==> config.mk <==
export PLATFORM = sky130hd
export DESIGN_NAME = iterative_divider
export DESIGN_NICKNAME = d
export VERILOG_FILES = /design/src/rtl/divider_pkg.sv /design/src/rtl/div_step.sv /design/src/rtl/iterative_divider.sv
export SDC_FILE = /design/constraint.sdc
export NUM_CORES = 1
export LEC_CHECK = 0
export ABC_CLOCK_PERIOD_IN_PS = 2300
export BUFFER_PORTS_ARGS = -buffer_cell sky130_fd_sc_hd__buf_2
export CORE_ASPECT_RATIO = 1.4
export CORE_MARGIN = 8
export CORE_UTILIZATION = 35
export DETAILED_ROUTE_END_ITERATION = 10
export SLEW_MARGIN = 25
export SYNTH_ARGS = -nofsm -noshare
export SYNTH_HDL_FRONTEND = slang
export SYNTH_SLANG_ARGS = --single-unit
==> constraint.sdc <==
create_clock -name clk -period 2.3 [get_ports clk]
set_input_delay 0.69 -clock clk [delete_from_list [all_inputs] [get_ports clk]]
set_output_delay 0.69 -clock clk [all_outputs]
set_load 0.02 [all_outputs]
==> src/rtl/divider_pkg.sv <==
// divider_pkg
// Shared definitions for the iterative restoring divider:
//   - div_state_t : FSM state encoding (IDLE, LOAD, RUN, DONE)
//   - cnt_width() : width of the iteration counter for a given dividend width
package divider_pkg;

    typedef enum logic [1:0] {
        IDLE = 2'd0,
        LOAD = 2'd1,
        RUN  = 2'd2,
        DONE = 2'd3
    } div_state_t;

    // The counter only has to hold WIDTH-1 down to 0, so clog2(WIDTH) bits
    // suffice. Clamped to 1 so a degenerate width still yields a legal vector.
    function automatic int cnt_width(input int width);
        return (width < 2) ? 1 : $clog2(width);
    endfunction

endpackage

==> src/rtl/div_step.sv <==
// div_step
// One combinational restoring-division step.
// Ports:
//   rem_i     : partial remainder entering this step (DIV_WIDTH+1 bits)
//   bit_i     : next dividend bit shifted into the remainder
//   divisor_i : divisor
//   rem_o     : partial remainder after this step
//   qbit_o    : quotient bit produced by this step
module div_step #(
    parameter int DIV_WIDTH = 4
) (
    input  logic [DIV_WIDTH:0]   rem_i,
    input  logic                 bit_i,
    input  logic [DIV_WIDTH-1:0] divisor_i,
    output logic [DIV_WIDTH:0]   rem_o,
    output logic                 qbit_o
);

    logic [DIV_WIDTH:0]   shifted;
    logic [DIV_WIDTH+1:0] trial;

    // The incoming remainder is always below the divisor, so its top bit is
    // zero and the shifted value fits in DIV_WIDTH+1 bits.
    assign shifted = {rem_i[DIV_WIDTH-1:0], bit_i};

    // One extra bit on the subtraction exposes the borrow.
    assign trial = {1'b0, shifted} - {2'b00, divisor_i};

    assign qbit_o = ~trial[DIV_WIDTH+1];
    assign rem_o  = qbit_o ? trial[DIV_WIDTH:0] : shifted;

endmodule

==> src/rtl/iterative_divider.sv <==
// iterative_divider
// Sequential restoring divider: WIDTH-bit unsigned dividend by DIV_WIDTH-bit
// unsigned divisor, one quotient bit per clock, start/done handshake.
// Ports:
//   clk         : clock, rising edge
//   reset       : synchronous, active-high; dominates start
//   start       : request, accepted only in IDLE or DONE
//   dividend    : dividend, latched on an accepted start
//   divisor     : divisor, latched on an accepted start
//   busy        : high in LOAD and RUN
//   done        : one-cycle pulse in DONE
//   quotient    : result quotient, updated only when entering DONE
//   remainder   : result remainder, updated only when entering DONE
//   div_by_zero : set with done when the latched divisor was 0
module iterative_divider
    import divider_pkg::*;
#(
    parameter int WIDTH     = 8,
    parameter int DIV_WIDTH = 4
) (
    input  logic                 clk,
    input  logic                 reset,
    input  logic                 start,
    input  logic [WIDTH-1:0]     dividend,
    input  logic [DIV_WIDTH-1:0] divisor,
    output logic                 busy,
    output logic                 done,
    output logic [WIDTH-1:0]     quotient,
    output logic [DIV_WIDTH-1:0] remainder,
    output logic                 div_by_zero
);

    localparam int              CW       = cnt_width(WIDTH);
    localparam logic [CW-1:0]   CNT_LAST = CW'(WIDTH - 1);

    div_state_t           state_q;
    logic                 busy_q;
    logic                 done_q;
    logic                 dbz_q;
    logic [WIDTH-1:0]     quot_q;
    logic [DIV_WIDTH-1:0] rem_out_q;

    logic [WIDTH-1:0]     dividend_q;
    logic [DIV_WIDTH-1:0] divisor_q;
    logic [DIV_WIDTH:0]   rem_q;
    logic [WIDTH-1:0]     q_q;
    logic [CW-1:0]        cnt_q;

    logic [DIV_WIDTH:0]   rem_d;
    logic                 qbit;
    logic [WIDTH-1:0]     q_d;
    logic                 accept;

    assign accept = ~reset & start & ((state_q == IDLE) | (state_q == DONE));

    div_step #(
        .DIV_WIDTH (DIV_WIDTH)
    ) u_step (
        .rem_i     (rem_q),
        .bit_i     (q_q[WIDTH-1]),
        .divisor_i (divisor_q),
        .rem_o     (rem_d),
        .qbit_o    (qbit)
    );

    // Dividend bits leave at the top while quotient bits enter at the bottom.
    assign q_d = {q_q[WIDTH-2:0], qbit};

    // Control FSM with registered outputs. The result registers are written
    // only on entry to DONE, so they hold steady in IDLE, LOAD and RUN.
    always_ff @(posedge clk) begin
        if (reset) begin
            state_q   <= IDLE;
            busy_q    <= 1'b0;
            done_q    <= 1'b0;
            dbz_q     <= 1'b0;
            quot_q    <= '0;
            rem_out_q <= '0;
        end else begin
            case (state_q)
                IDLE: begin
                    if (start) begin
                        state_q <= LOAD;
                        busy_q  <= 1'b1;
                    end
                end
                LOAD: begin
                    if (divisor_q == '0) begin
                        state_q   <= DONE;
                        busy_q    <= 1'b0;
                        done_q    <= 1'b1;
                        dbz_q     <= 1'b1;
                        quot_q    <= '1;
                        rem_out_q <= dividend_q[DIV_WIDTH-1:0];
                    end else begin
                        state_q <= RUN;
                        dbz_q   <= 1'b0;
                    end
                end
                RUN: begin
                    if (cnt_q == '0) begin
                        state_q   <= DONE;
                        busy_q    <= 1'b0;
                        done_q    <= 1'b1;
                        quot_q    <= q_d;
                        rem_out_q <= rem_d[DIV_WIDTH-1:0];
                    end
                end
                DONE: begin
                    done_q <= 1'b0;
                    if (start) begin
                        state_q <= LOAD;
                        busy_q  <= 1'b1;
                    end else begin
                        state_q <= IDLE;
                    end
                end
                default: begin
                    state_q <= IDLE;
                    busy_q  <= 1'b0;
                    done_q  <= 1'b0;
                end
            endcase
        end
    end

    // Datapath registers carry no reset; they are always reinitialised in
    // LOAD before being consumed.
    always_ff @(posedge clk) begin
        if (accept) begin
            dividend_q <= dividend;
            divisor_q  <= divisor;
        end
        if (state_q == LOAD) begin
            rem_q <= '0;
            q_q   <= dividend_q;
            cnt_q <= CNT_LAST;
        end else if (state_q == RUN) begin
            rem_q <= rem_d;
            q_q   <= q_d;
            cnt_q <= cnt_q - CW'(1);
        end
    end

    assign busy        = busy_q;
    assign done        = done_q;
    assign div_by_zero = dbz_q;
    assign quotient    = quot_q;
    assign remainder   = rem_out_q;

endmodule

==> results_tabular.tex <==
\begin{tabular}{lr}
\hline
Metric & Value \\
\hline
\multicolumn{2}{l}{\textbf{GRT}} \\
Global-route wire length before repair & 6.98 mm \\
Combined global-route utilization of all metal layers & 10.6\% \\
Vias in the first global route & 1396 \\
Antenna violations before repair & 0 \\
Pin count of the biggest net entering global routing & 20 \\
Remaining global-route overflow & 0 \\
\multicolumn{2}{l}{\textbf{Yosys}} \\
Post-synthesis compound-gate area fraction & 14.4\% \\
Simple-gate share of the synthesized area & 11.3\% \\
Main combinational cell family by area after synthesis & compound AO/OA/AOI/OAI gates \\
Flop and latch count out of synthesis & 44 \\
Yosys top cell by area & edfxtp\_1 \\
Post-synthesis instance area & 1950 µm² \\
Synthesized Nets & 195 \\
Number of instances in the synthesized netlist & 168 \\
Average footprint of a synthesized cell & 11.6 µm² \\
Multiplexer share of the synthesized area & 5.65\% \\
Post-synth cell types & 41 \\
Sequential cell area fraction in the yosys report & 55.5\% \\
Xor and xnor fraction of the mapped netlist area & 0.899\% \\
Number of warnings printed during yosys synthesis & 0 \\
Leading cell types by total area after synthesis & edfxtp\_1, dfxtp\_1, ha\_1, mux2\_2, nor2\_1 \\
Adder and majority cell fraction of the synthesized area & 8.09\% \\
Proportion of netlist area held by the largest area contributor & 30.8\% \\
\multicolumn{2}{l}{\textbf{Power}} \\
Max rail drop VDD & 0.632 mV \\
Static Leak & 0.930 nW \\
Total internal power & 1.95 mW \\
Cell Pwr Density & 1390 nW/µm² \\
Clock power share & 14.5\% \\
Part of the total power dissipated in sequential elements & 41.9\% \\
Switching portion of total power & 37.9\% \\
Switching power total & 1.19 mW \\
Comb pwr share & 43.7\% \\
\multicolumn{2}{l}{\textbf{Min path}} \\
Hold/Removal Path Class & reg -> reg \\
Depth of the worst hold-timing path & 2 \\
Worst Min Path Start & div\_by\_zero \\
WHS Endpoint & div\_by\_zero \\
\multicolumn{2}{l}{\textbf{Clock network}} \\
Worst-skew pair later-pin latency & 290 ps \\
CTS tree & built \\
Hold buffers post-CTS & 0 \\
Deepest clock path buffer count & 2 \\
Number of post-CTS setup repair buffers & 0 \\
Maximum level of the CTS H-tree & 2 \\
Root buffer cell & clkbuf\_8 \\
Number of buffers inserted during clock tree synthesis & 5 \\
Reg clk slew, reported paths & 80 ps \\
Clock tree sinks & 44 \\
Post-CTS sizing & 0 \\
\multicolumn{2}{l}{\textbf{Critical path}} \\
Launching element type of the critical path & register \\
Flop-to-flop setup slack & 330 ps \\
Data required time at the worst endpoint & 2450 ps \\
Highest net fanout along the worst path & 3 \\
R2r startpoint & divisor\_q[1] \\
Crit-path max cell delay & 450 ps \\
Critical Path Sink Type & register \\
Critical path, cell by cell & inv\_1 -> ha\_1 -> nor2b\_1 -> o21ai\_0 -> or4b\_1 -> o2111ai\_1 -> a311oi\_1 \\
Path depth of the worst reg2reg path & 7 \\
Crit Path Category & reg -> reg \\
Slowest stage cell on the critical path & edfxtp\_1 \\
Reg-to-Reg End & remainder[3] \\
Critical path data arrival time & 2130 ps \\
\multicolumn{2}{l}{\textbf{Floorplan}} \\
Cell Rows & 32 \\
Core Box Area & 5450 µm² \\
Height of the die & 104 µm \\
IO Count & 30 \\
Area of the die & 8250 µm² \\
Initial Utilization & 35.8\% \\
Die boundary width & 79.1 µm \\
\multicolumn{2}{l}{\textbf{Cells and area}} \\
Share of the core filled with cells in the final layout & 41.7\% \\
Fraction of final layout cells with drive strength greater than 1 & 27.6\% \\
Final instance area & 2270 µm² \\
Antenna diodes & 0 \\
Synthesis-to-finish area growth & 16.4\% \\
Final nets & 229 \\
\multicolumn{2}{l}{\textbf{Placed design}} \\
Estimated wirelength of the detail-placed design & 2.99 mm \\
Final weighted congestion of routability-driven global placement & 0.737 \\
Total of buffers placed on input and output ports & 29 \\
DP Area & 2190 µm² \\
Worst setup slack after placement & 340 ps \\
\multicolumn{2}{l}{\textbf{Detailed routing}} \\
Pre-Repair DR Iteration Count & 4 \\
Via Count & 1331 \\
Via density per instance & 4.91 \\
DRC viols & 0 \\
Wirelength, routed & 4.02 mm \\
Iteration-0 DRC Markers & 58 \\
Antenna-violating nets left & 0 \\
Wire length per cell after detailed routing & 14.8 µm \\
\multicolumn{2}{l}{\textbf{Timing}} \\
Final WS setup & 326 ps \\
Number of failing setup endpoints in the final timing report & 0 \\
Period minus WS final & 1970 ps \\
Number of max-slew violations in the final report & 0 \\
Worst hold margin & 475 ps \\
Slew margin rel. & 65.0\% \\
Worst clock skew & 6.30 ps \\
Maximum achievable frequency & 507 MHz \\
Total negative slack & 0 ps \\
Slew at the pin closest to its max-slew limit & 523 ps \\
Setup repair after global routing missed its margin & no \\
Period Utilization, post-route & 85.8\% \\
Fin. Hold Viols & 0 \\
\multicolumn{2}{l}{\textbf{Flow run}} \\
Max Cap Viol & 0 \\
\multicolumn{2}{l}{\textbf{Outcome}} \\
Result of the run & completed \\
\hline
\end{tabular}
-- metal layers --
| metal | track usage, % | vias to the layer above | part of all wire [%] |
|---|---|---|---|
| li1 | - | 672 | - |
| met1 | 11.9 | 626 | 44 |
| met2 | 18.0 | 26 | 51 |
| met3 | 2.85 | 7 | 3.3 |
| met4 | 4.79 | 0 | 1.9 |
| met5 | 0 | - | 0 |
-- layout by cell type, fill, tap and decap left out, types with 2 or more instances in the layout --
master and n:
clkbuf_8 5, dfxtp_1 24, clkbuf_1 2, a21oi_1 4, inv_1 11, mux2i_1 2
nand2b_1 8, nor2b_1 2, o21ai_0 10, xnor2_1 2, nand2_1 4, edfxtp_1 20
o221ai_1 2, buf_4 6, o22ai_1 9, ha_1 11, nor2_1 17, buf_2 29
a211oi_1 4, mux2_2 8
-- critical path: cells and delay by family, from the launching register on --
| family | cells | cell delay [ps] |
|---|---|---|
| AO/OA/AOI/OAI | 3 | 410 |
| adder cells (fa/ha/maj) | 1 | 230 |
| buffers and inverters | 1 | 140 |
| flip-flops | 1 | 450 |
| AND/OR/NAND/NOR | 2 | 610 |
-- registers in the layout, indices dropped and copies added (netlist names) --
signal and count:
dividend_q 8, state_q 2, remainder 4, divisor_q 4, q_q 8, cnt_q 3, div_by_zero 1, rem_q 4
busy 1, quotient 8, done 1
-- per-stage QoR --
step           instances  total power [mW]
6_report             271              3.15
5_1_grt              271              3.42
4_1_cts              271              3.19
3_5_place_dp         263              2.73
3_3_place_gp         263              2.71
2_1_floorplan        168              2.33
-- how the worst max path moves through the flow --
stage | start | end | slack (ps)
after floorplan | state_q[0] | dividend_q[0] | 30
after global placement | divisor_q[1] | q_q[0] | 400
after detailed placement | divisor_q[1] | remainder[3] | 340
after CTS | divisor_q[1] | q_q[0] | 320
after global routing | divisor_q[1] | rem_q[2] | 90
final | divisor_q[1] | remainder[3] | 330
-- power groups by stage --
stage / registers (mW) / logic [mW] / clock network [mW]
finish: 1.32 / 1.37 / 0.455
global placement: 1.34 / 1.38 / 0
CTS: 1.32 / 1.40 / 0.470
detailed placement: 1.34 / 1.39 / 0
floorplan: 1.44 / 0.896 / 0
global route: 1.36 / 1.56 / 0.505
-- cell usage after synthesis --
library cell and instances:
a2111oi_0 1, a211oi_1 4, a211oi_2 1, a21oi_1 4, a221oi_1 1, a311oi_1 1, and2_2 1, buf_2 3
buf_6 1, clkbuf_1 4, dfxtp_1 24, edfxtp_1 20, fa_1 1, ha_1 11, inv_1 11, mux2_2 8
mux2i_1 2, nand2_1 4, nand2_2 1, nand2b_1 8, nand3_1 1, nand3b_1 1, nor2_1 17, nor2_2 1
nor2_4 1, nor2b_1 2, nor3_1 1, nor3b_1 1, nor4_1 1, o2111ai_1 1, o211ai_1 1, o21a_1 1
o21ai_0 10, o221ai_1 2, o22ai_1 9, o31a_1 1, o31ai_1 1, o41ai_4 1, or2_2 1, or4b_1 1
xnor2_1 2
-- cell type report --
class                           instances  area, µm²
Fill cell                             565       3180
Sequential cell                        44       1080
Multi-Input combinational cell        105        791
Timing Repair Buffer                   35        190
Tap cell                               68       85.1
Clock buffer                            7       76.3
Inverter                               11       41.3
Clock inverter                          1       3.75
-- logic make-up after synthesis --
group / Yosys count
muxes: 10
buffers and inverters: 19
DFF: 44
and+or+nand+nor: 42
xor gates and xnor gates: 2
AOI/OAI and AO/OA: 39
adders and majority gates: 12
Power figures use the tool's default switching activity.
